--- src/rtl/qupls_mc_sequencer_pkg.sv ---
// Shared types and constants for the microcode sequencer.
//   mc_address_t      microcode ROM address
//   ex_instruction_t  parent instruction handed over by decode/rename
//   mc_word_t         layout of one microcode ROM word (end bit at the top)
//   mc_seq_state_t    sequencer FSM states
package qupls_mc_sequencer_pkg;

  localparam int MC_AW      = 12;
  localparam int MC_UOPW    = 32;
  localparam int MC_LCW     = 5;
  localparam int MC_MAXSTEP = 64;

  typedef logic [MC_AW-1:0] mc_address_t;

  typedef struct packed {
    logic [7:0]  opcode;
    logic [5:0]  rd;
    logic [5:0]  rs1;
    logic [5:0]  rs2;
    logic [13:0] imm;
  } ex_instruction_t;

  typedef struct packed {
    logic               last;
    logic               loop;
    logic               jmp;
    mc_address_t        nxt;
    logic [MC_UOPW-1:0] uop;
  } mc_word_t;

  typedef enum logic [0:0] {
    MC_IDLE = 1'b0,
    MC_ISS  = 1'b1
  } mc_seq_state_t;

endpackage

--- src/rtl/qupls_mc_nextaddr.sv ---
// Next microcode address selection (purely combinational).
//   cur     current micro-word address
//   nxt     micro-word target field
//   jmp     unconditional jump flag
//   loop    counted-loop flag (branch to nxt while lc != 0)
//   lc      current loop count
//   addr    selected next address
//   lc_nxt  loop count after this step
//   wrap    sequential increment overflowed the address space
module qupls_mc_nextaddr #(
  parameter int AW  = 12,
  parameter int LCW = 5
) (
  input  logic [AW-1:0]  cur,
  input  logic [AW-1:0]  nxt,
  input  logic           jmp,
  input  logic           loop,
  input  logic [LCW-1:0] lc,
  output logic [AW-1:0]  addr,
  output logic [LCW-1:0] lc_nxt,
  output logic           wrap
);

  logic [AW:0] inc;

  assign inc = {1'b0, cur} + {{AW{1'b0}}, 1'b1};

  always_comb begin
    addr   = inc[AW-1:0];
    lc_nxt = lc;
    wrap   = 1'b0;
    if (loop && (lc != '0)) begin
      addr   = nxt;
      lc_nxt = lc - {{(LCW-1){1'b0}}, 1'b1};
    end else if (jmp && !loop) begin
      addr = nxt;
    end else begin
      // an exhausted loop falls through sequentially even if jmp is also set
      wrap = inc[AW];
    end
  end

endmodule

--- src/rtl/qupls_mc_sequencer.sv ---
// Microcode sequencer: accepts a microcoded instruction plus its entry
// address, walks the microcode ROM and emits one micro-op per cycle.
//   clk, rst_n            clock, async active-low reset
//   ins_valid/ins_ready   instruction handshake; ins, mip, lpcnt captured
//   flush                 abandon current sequence, back to idle
//   rom_en/rom_addr       ROM read port (1-cycle registered read, holds when !rom_en)
//   rom_data              micro-word {end, loop, jmp, nxt, uop}
//   uop_valid/uop_ready   micro-op handshake; uop, uop_last, uop_idx
//   cur_ins               captured parent instruction
//   err                   one-cycle pulse on abort (null entry, wrap, runaway)
//
// state   | meaning
// MC_IDLE | waiting for an instruction, ROM idle
// MC_ISS  | rom_data holds the current micro-word, offering it downstream
module qupls_mc_sequencer
  import qupls_mc_sequencer_pkg::*;
#(
  parameter int AW      = MC_AW,
  parameter int UOPW    = MC_UOPW,
  parameter int LCW     = MC_LCW,
  parameter int MAXSTEP = MC_MAXSTEP
) (
  input  logic                 clk,
  input  logic                 rst_n,
  input  logic                 ins_valid,
  output logic                 ins_ready,
  input  ex_instruction_t      ins,
  input  logic [AW-1:0]        mip,
  input  logic [LCW-1:0]       lpcnt,
  input  logic                 flush,
  output logic                 rom_en,
  output logic [AW-1:0]        rom_addr,
  input  logic [UOPW+AW+2:0]   rom_data,
  output logic                 uop_valid,
  input  logic                 uop_ready,
  output logic [UOPW-1:0]      uop,
  output logic                 uop_last,
  output logic [5:0]           uop_idx,
  output ex_instruction_t      cur_ins,
  output logic                 err
);

  localparam int SW = $clog2(MAXSTEP + 1);
  localparam logic [SW-1:0] STEP_ONE  = SW'(1);
  localparam logic [SW-1:0] STEP_LAST = SW'(MAXSTEP - 1);

  mc_seq_state_t   state, state_n;
  logic [AW-1:0]   cur_addr;
  logic [LCW-1:0]  lc;
  logic [SW-1:0]   step;

  logic [AW-1:0]   w_nxt;
  logic            w_jmp, w_loop, w_end;
  logic [AW-1:0]   na_addr;
  logic [LCW-1:0]  na_lc;
  logic            na_wrap;

  logic            accept, advance, clear, abort;

  assign uop    = rom_data[UOPW-1:0];
  assign w_nxt  = rom_data[UOPW+AW-1:UOPW];
  assign w_jmp  = rom_data[UOPW+AW];
  assign w_loop = rom_data[UOPW+AW+1];
  assign w_end  = rom_data[UOPW+AW+2];

  qupls_mc_nextaddr #(.AW(AW), .LCW(LCW)) u_nextaddr (
    .cur    (cur_addr),
    .nxt    (w_nxt),
    .jmp    (w_jmp),
    .loop   (w_loop),
    .lc     (lc),
    .addr   (na_addr),
    .lc_nxt (na_lc),
    .wrap   (na_wrap)
  );

  always_comb begin
    state_n   = state;
    ins_ready = 1'b0;
    uop_valid = 1'b0;
    rom_en    = 1'b0;
    rom_addr  = cur_addr;
    accept    = 1'b0;
    advance   = 1'b0;
    clear     = 1'b0;
    abort     = 1'b0;
    case (state)
      MC_IDLE: begin
        ins_ready = 1'b1;
        if (!flush && ins_valid) begin
          if (mip != '0) begin
            accept   = 1'b1;
            rom_en   = 1'b1;
            rom_addr = mip;
            state_n  = MC_ISS;
          end else begin
            // entry 0 means "no microcode": swallow the instruction and flag it
            abort = 1'b1;
          end
        end
      end
      MC_ISS: begin
        uop_valid = ~flush;
        if (flush) begin
          state_n = MC_IDLE;
          clear   = 1'b1;
        end else if (uop_ready) begin
          if (w_end) begin
            state_n = MC_IDLE;
            clear   = 1'b1;
          end else if (na_wrap || (step == STEP_LAST)) begin
            state_n = MC_IDLE;
            clear   = 1'b1;
            abort   = 1'b1;
          end else begin
            advance  = 1'b1;
            rom_en   = 1'b1;
            rom_addr = na_addr;
          end
        end
      end
      default: state_n = MC_IDLE;
    endcase
  end

  assign uop_last = uop_valid & w_end;

  always_ff @(posedge clk or negedge rst_n) begin
    if (!rst_n) begin
      state    <= MC_IDLE;
      cur_addr <= '0;
      lc       <= '0;
      step     <= '0;
      uop_idx  <= '0;
      cur_ins  <= '0;
      err      <= 1'b0;
    end else begin
      state <= state_n;
      err   <= abort;
      if (accept) begin
        cur_ins  <= ins;
        cur_addr <= mip;
        lc       <= lpcnt;
        step     <= '0;
        uop_idx  <= '0;
      end
      if (advance) begin
        cur_addr <= na_addr;
        lc       <= na_lc;
        step     <= step + STEP_ONE;
        uop_idx  <= uop_idx + 6'd1;
      end
      if (clear) begin
        lc      <= '0;
        step    <= '0;
        uop_idx <= '0;
      end
    end
  end

endmodule

--- config.mk ---
export PLATFORM = sky130hd
export DESIGN_NAME = qupls_mc_sequencer
export DESIGN_NICKNAME = d
export VERILOG_FILES = /design/src/rtl/qupls_mc_sequencer_pkg.sv /design/src/rtl/qupls_mc_nextaddr.sv /design/src/rtl/qupls_mc_sequencer.sv
export SDC_FILE = /design/constraint.sdc
export NUM_CORES = 1
export LEC_CHECK = 0
export BUFFER_PORTS_ARGS = -buffer_cell sky130_fd_sc_hd__clkbuf_2
export CAP_MARGIN = 0
export CORE_MARGIN = 5
export CORE_UTILIZATION = 46
export CTS_CLUSTER_DIAMETER = 60
export DETAILED_ROUTE_END_ITERATION = 6
export GPL_TIMING_DRIVEN = 0
export PLACE_DENSITY = 0.81
export SLEW_MARGIN = 10
export SYNTH_ARGS = -nofsm -noshare
export SYNTH_HDL_FRONTEND = slang
export SYNTH_SLANG_ARGS = --single-unit
--- constraint.sdc ---
create_clock -name clk -period 2.89 [get_ports clk]
set_input_delay 0.578 -clock clk [delete_from_list [all_inputs] [get_ports clk]]
set_output_delay 0.578 -clock clk [all_outputs]
set_load 0.05 [all_outputs]
# --- Yosys cells after proc, flatten, opt, wreduce, memory -nomap -nowiden ---
# Index checks and enable logic that the tools add are counted.
op_classes:
  n_addsub: 4
  eq_ne: 2
  muxes: 48
  bitwise: 3
  reduce_logical: 11
op_table:
  columns: ["cell", "count"]
  rows:
  - ["12-bit two-way mux", 10]
  - ["1-bit two-way mux", 24]
  - ["12-bit one-hot mux with 2 select lines", 1]
  - ["7-bit two-way mux", 3]
  - ["5-bit two-way mux", 4]
  - ["6-bit two-way mux", 3]
  - ["12-bit by 1-bit adder with 13-bit output (second input constant)", 1]
  - ["12-bit nonzero test", 1]
  - ["7-bit by 1-bit adder with 7-bit output (second input constant)", 1]
  - ["7-bit by 6-bit equality test with 1-bit output (second input constant)", 1]
  - ["6-bit by 1-bit adder with 6-bit output (second input constant)", 1]
  - ["1-bit one-hot mux with 2 select lines", 3]
  - ["5-bit nonzero test", 1]
  - ["5-bit by 1-bit subtractor with 5-bit output (second input constant)", 1]
  - ["1-bit logical AND", 3]
  - ["3-bit by 1-bit inequality test with 1-bit output (second input constant)", 1]
  - ["3-bit nonzero test", 1]
  - ["1-bit logical NOT", 2]
  - ["1-bit NOT", 2]
  - ["2-bit AND reduction", 1]
  - ["2-bit nonzero test", 1]
  - ["1-bit AND", 1]
  - ["1-bit logical OR", 1]
totals:
  reg_bits: 72
  wordCells: 79

# --- Logic depth before layout (Yosys ltp) ---
depth:
  ltp_word: 12
  depth_mapped: 9
  ltp_nobuf: 7

# --- By module ---
# Synthesis repeated with hierarchy kept, for this count alone.
unflattened:
  hier_cells: 470
  area_unflattened_um2: 4146.5
modules_own_cells:
  columns: ["module", "instances", "cells_each", "area_per_inst_um2", "seq_area_each_um2"]
  rows:
  - ["qupls_mc_sequencer", 1, 400, 3634.7, 1801.7]
  - ["qupls_mc_nextaddr", 1, 70, 511.7, 0.0]

# --- Least setup slack after synthesis ---
# OpenSTA, ideal clock, no wires.
synth_timing:
  path_type: "input port to output port"
  startpoint: "in mip[4]"
  endpoint: "out rom_addr[2]"
  arrival_ps: 2716
  slack_ps: -404
  stages: 6
  n_path_buf: 1
  path_cell_list: "nor4_1 nand3_1 nand2_2 buf_2 nor2_1 a211oi_1"
synth_between:
  elab_chain_len: 4
synth_rtl:
  columns: ["element", "line", "text"]
  rows:
  - ["from (decl)", "qupls_mc_sequencer.sv:28", "input logic [AW-1:0] mip,"]
  - ["12-bit nonzero test", "qupls_mc_sequencer.sv:91", "if (mip != '0) begin"]
  - ["12-bit two-way mux", "qupls_mc_sequencer.sv:91", null]
  - ["12-bit two-way mux", "qupls_mc_sequencer.sv:90", "if (!flush && ins_valid) begin"]
  - ["12-bit one-hot mux with 2 select lines", "qupls_mc_sequencer.sv:87", "case (state)"]
  - ["to (decl)", "qupls_mc_sequencer.sv:32", "output logic [AW-1:0] rom_addr,"]
# Every way passes these cells.

# --- Worst setup path in the final report ---
layout_timing:
  startpoint: "reg cur_addr[0]"
  endpoint: "out rom_addr[11]"
layout_between:
  elab_chain_len: 9
  elab_cells_between_ends: 11
layout_rtl:
  columns: ["element", "line", "text"]
  rows:
  - ["from (decl)", "qupls_mc_sequencer.sv:48", "logic [AW-1:0] cur_addr;"]
  - ["from (signal assigned)", "qupls_mc_sequencer.sv:142", "cur_addr <= mip;"]
  - ["from (signal assigned)", "qupls_mc_sequencer.sv:148", "cur_addr <= na_addr;"]
  - ["12-bit by 1-bit adder with 13-bit output *", "qupls_mc_nextaddr.sv:26", "assign inc = {1'b0, cur} + {{AW{1'b0}}, 1'b1};"]
  - ["1-bit two-way mux", "qupls_mc_nextaddr.sv:35", "end else if (jmp && !loop) begin"]
  - ["1-bit two-way mux", "qupls_mc_nextaddr.sv:32", "if (loop && (lc != '0)) begin"]
  - ["1-bit logical OR", "qupls_mc_sequencer.sv:111", "end else if (na_wrap || (step == STEP_LAST)) begin"]
  - ["12-bit two-way mux *", "qupls_mc_sequencer.sv:111", null]
  - ["12-bit two-way mux *", "qupls_mc_sequencer.sv:108", "if (w_end) begin"]
  - ["12-bit two-way mux *", "qupls_mc_sequencer.sv:107", "end else if (uop_ready) begin"]
  - ["12-bit two-way mux *", "qupls_mc_sequencer.sv:104", "if (flush) begin"]
  - ["12-bit one-hot mux with 2 select lines *", "qupls_mc_sequencer.sv:87", null]
# Every way passes the cells marked *; elsewhere a longest branch is shown, timed or not.

==> results by group <==
Global routing
  – First-pass GRT wire length: 19270 um
  – Gr ovfl total: 0
  – Via count of the first global-routing pass: 4113
  – Antenna violations before repair: 0
  – GRT Resource Usage Total: 23.27%
  – Largest net degree at the start of global routing: 51

Routing
  – 1st-iter DRT viols: 258
  – DR vias/cell: 5.512
  – DRT antenna net count: 0
  – DRC: 0
  – First drt pass iteration count: 5
  – Via Count: 4299
  – Metal-1 WL: 5091 um
  – Wire per inst: 18.22 um
  – DRT Wirelength: 14210 um
  – Met2 wire length: 7011 um
  – Routed wl met3: 1551 um
  – Highest Signal Layer: met4

Timing
  – FMAX: 0.3248 GHz
  – Fin crit period: 3.078 ns
  – WHS: 0.1589 ns
  – Worst-Margin Slew: 0.4958 ns
  – Endpoints failing hold: 0
  – Unrepaired setup endpoints after global routing: true
  – Relative slew slack: 66.60%
  – Setup_tns: -1.598 ns
  – Final setup viols: 13
  – Clock skew: 0.01258 ns
  – PnR worst setup slack: -0.1885 ns
  – Final Slew Violations: 0
  – Crit share post-route: 106.5%

Status
  – Failing checks: negative setup slack
  – Outcome: finished, violations left

Die
  – Row Count: 34
  – Die height: 103.5 um
  – Die area: 10700 sq um
  – Ports: 204
  – Die Wd: 103.5 um
  – Initial core utilization: 46.52%
  – Core area: 8636 sq um

Setup path
  – Setup CP Type: reg2out
  – R2R Path Start: cur_addr[0]
  – Crit path required time: 2.31 ns
  – Worst r2r dst: uop_idx[3]
  – R2R setup slack: 0.63 ns
  – Startpoint types: flop
  – Worst reg2reg path depth: 11
  – Critical Path AT: 2.50 ns
  – CP endpoint kind: primary output
  – Crit-path max FO: 5

Power and ir drop
  – Maximum vdd drop: 0.3395 mV
  – Power density of the placed cells: 674.2 nW/um^2
  – Leak: 3.114 nW

Cells and area
  – Area delta synth->final: 50.61%
  – Sequential cell area: 1802 sq um
  – Nets: 781
  – Fill cell count: 633
  – Multi-input gate area: 2140 sq um
  – Ant. Diodes: 0
  – Layout cells sized above 1: 49.26%

Logic synthesis
  – Post-synth top area cell: dfrtp_1
  – Synth Area per Inst: 9.008 sq um
  – Gate count after technology mapping: 446
  – Ys async rst share: 100.0%
  – Post-synth top area share: 44.85%
  – Post-synthesis cell area: 4018 sq um
  – Register area share after synthesis: 44.85%
  – YS warnings: 0
  – Synth top area cells: dfrtp_1, nand2_1, buf_4
  – Count of state elements after synthesis: 72
  – EDFF count, synth: 0
  – Number of library cell types mapped by synthesis: 52
  – Top-count cell post-synth: nand2_1
  – Syn_nets: 560
  – Ys flop type: dfrtp_1
  – Post-synth top cells: nand2_1, dfrtp_1, buf_4

Clock network
  – Clk_lat worst skew: 0.36 ns
  – # H-tree levels: 3
  – Hold_buf cts: 0
  – CTS tree: built
  – CTS Buf Count: 9
  – Worst-path clk slew: 0.08 ns
  – Max Root-Sink Buffers: 2
  – Clock sink count: 72
  – Clk root buf: clkbuf_8

Worst hold path
  – Min-Delay Path Class: in2async

Job
  – Max-Cap Viols: 0

Placed design
  – DPL Wire Length: 9305 um
  – Port bufs: 171
  – RePlAce Congestion: 0.8580
## report_power, final
part	switching, mW	internal, mW	leakage (nW)
Combinational	1.23	0.699	2.11
Clock	0.401	0.443	0.101
Sequential	0.139	1.17	0.907
Total	1.77	2.31	3.11
## sequential cells by signal (all words and copies together), names as in the netlist
register and flops:
step 7, err 1, cur_ins 40, cur_addr 12
uop_idx 6, state 1, lc 5
## through the flow
step / total power [mW] / instances / instance area (sq um) / setup WS (ns) / utilization [%]
after floorplan: 2.438 / 446 / 4050 / 0.01296 / -
after global placement: 2.800 / 725 / 5041 / -0.3740 / 58.37
after detailed placement: 2.842 / 726 / 5071 / -0.3764 / 58.72
after CTS: 3.869 / 756 / 5587 / -0.07961 / 64.69
after global routing: 4.248 / 780 / 6051 / -0.2276 / 70.07
final: 4.079 / 780 / 6051 / -0.1885 / 70.07
## worst max path at each step
stage | cells past startpoint | to | slack (ns) | startpoint
after floorplan | 7 | rom_addr[11] | 0.01 | cur_addr[0]
after global placement | 8 | rom_addr[6] | -0.37 | mip[4]
after detailed placement | 8 | rom_addr[6] | -0.38 | mip[4]
after CTS | 8 | rom_addr[1] | -0.08 | lc[1]
after global routing | 7 | rom_addr[1] | -0.23 | cur_addr[0]
final | 10 | rom_addr[11] | -0.19 | cur_addr[0]
## kinds of logic (layout without fill, tap and decap cells)
logic type / count (synthesis) / after routing / synth area share, %
AND/OR/NAND/NOR: 197 / 197 / 22.05
AO/OA/AOI/OAI: 84 / 84 / 15.14
flip-flops: 72 / 72 / 44.85
buffers and inverters: 62 / 288 / 10.18
multiplexers: 17 / 17 / 4.266
XOR/XNOR: 9 / 9 / 1.962
adder cells (fa/ha/maj): 5 / 5 / 1.557
## placed cells by master (no fill, tap or decap), types with 3 or more instances in the layout
| cell type | instances |
|---|---|
| a211oi_1 | 11 |
| a211oi_4 | 3 |
| nor4_4 | 3 |
| o21ai_1 | 7 |
| and3_1 | 6 |
| inv_1 | 5 |
| nand2_1 | 133 |
| buf_4 | 72 |
| clkbuf_8 | 14 |
| nand4_1 | 4 |
| xnor2_1 | 6 |
| buf_6 | 8 |
| xor2_1 | 3 |
| nand3_1 | 7 |
| o21ai_0 | 17 |
| a32oi_2 | 3 |
| dfrtp_1 | 72 |
| nor3_1 | 4 |
| nor3_2 | 5 |
| a21o_1 | 5 |
| mux2i_1 | 10 |
| buf_8 | 7 |
| a21oi_1 | 7 |
| clkbuf_2 | 158 |
| clkbuf_1 | 5 |
| nor2_1 | 17 |
| buf_2 | 6 |
| mux2i_2 | 5 |
| o21ai_2 | 5 |
## critical path, cell delays in order, from the launching register on
cell	delay [ns]
dfrtp_1	0.40
ha_2	0.20
and4_4	0.17
and4_4	0.20
buf_4	0.15
buf_4	0.14
a21o_4	0.21
buf_8	0.15
a32oi_4	0.25
o31ai_4	0.11
buf_8	0.16
## per-layer routing
metal  track usage, %  vias up
li1                 -     1943
met1            27.38     2023
met4            9.562        0
met2            40.00      284
met5                0        -
met3            6.372       49
## repair_timing
item	CTS	global route
pin swaps	7	12
resized for setup	50	56
endpoints found under the setup margin	13	12
buffers inserted	15	23
cloned	0	2
## final cells by class
cell class	instances	area share (%)
buffer	53	6.865
clock buffer	11	2.502
clock inverter	5	0.9098
inverter	7	0.4342
multi-input combinational	312	35.36
sequential	72	29.78
tap	108	2.233
timing repair buffer	212	21.92
Power figures use the tool's default switching activity.
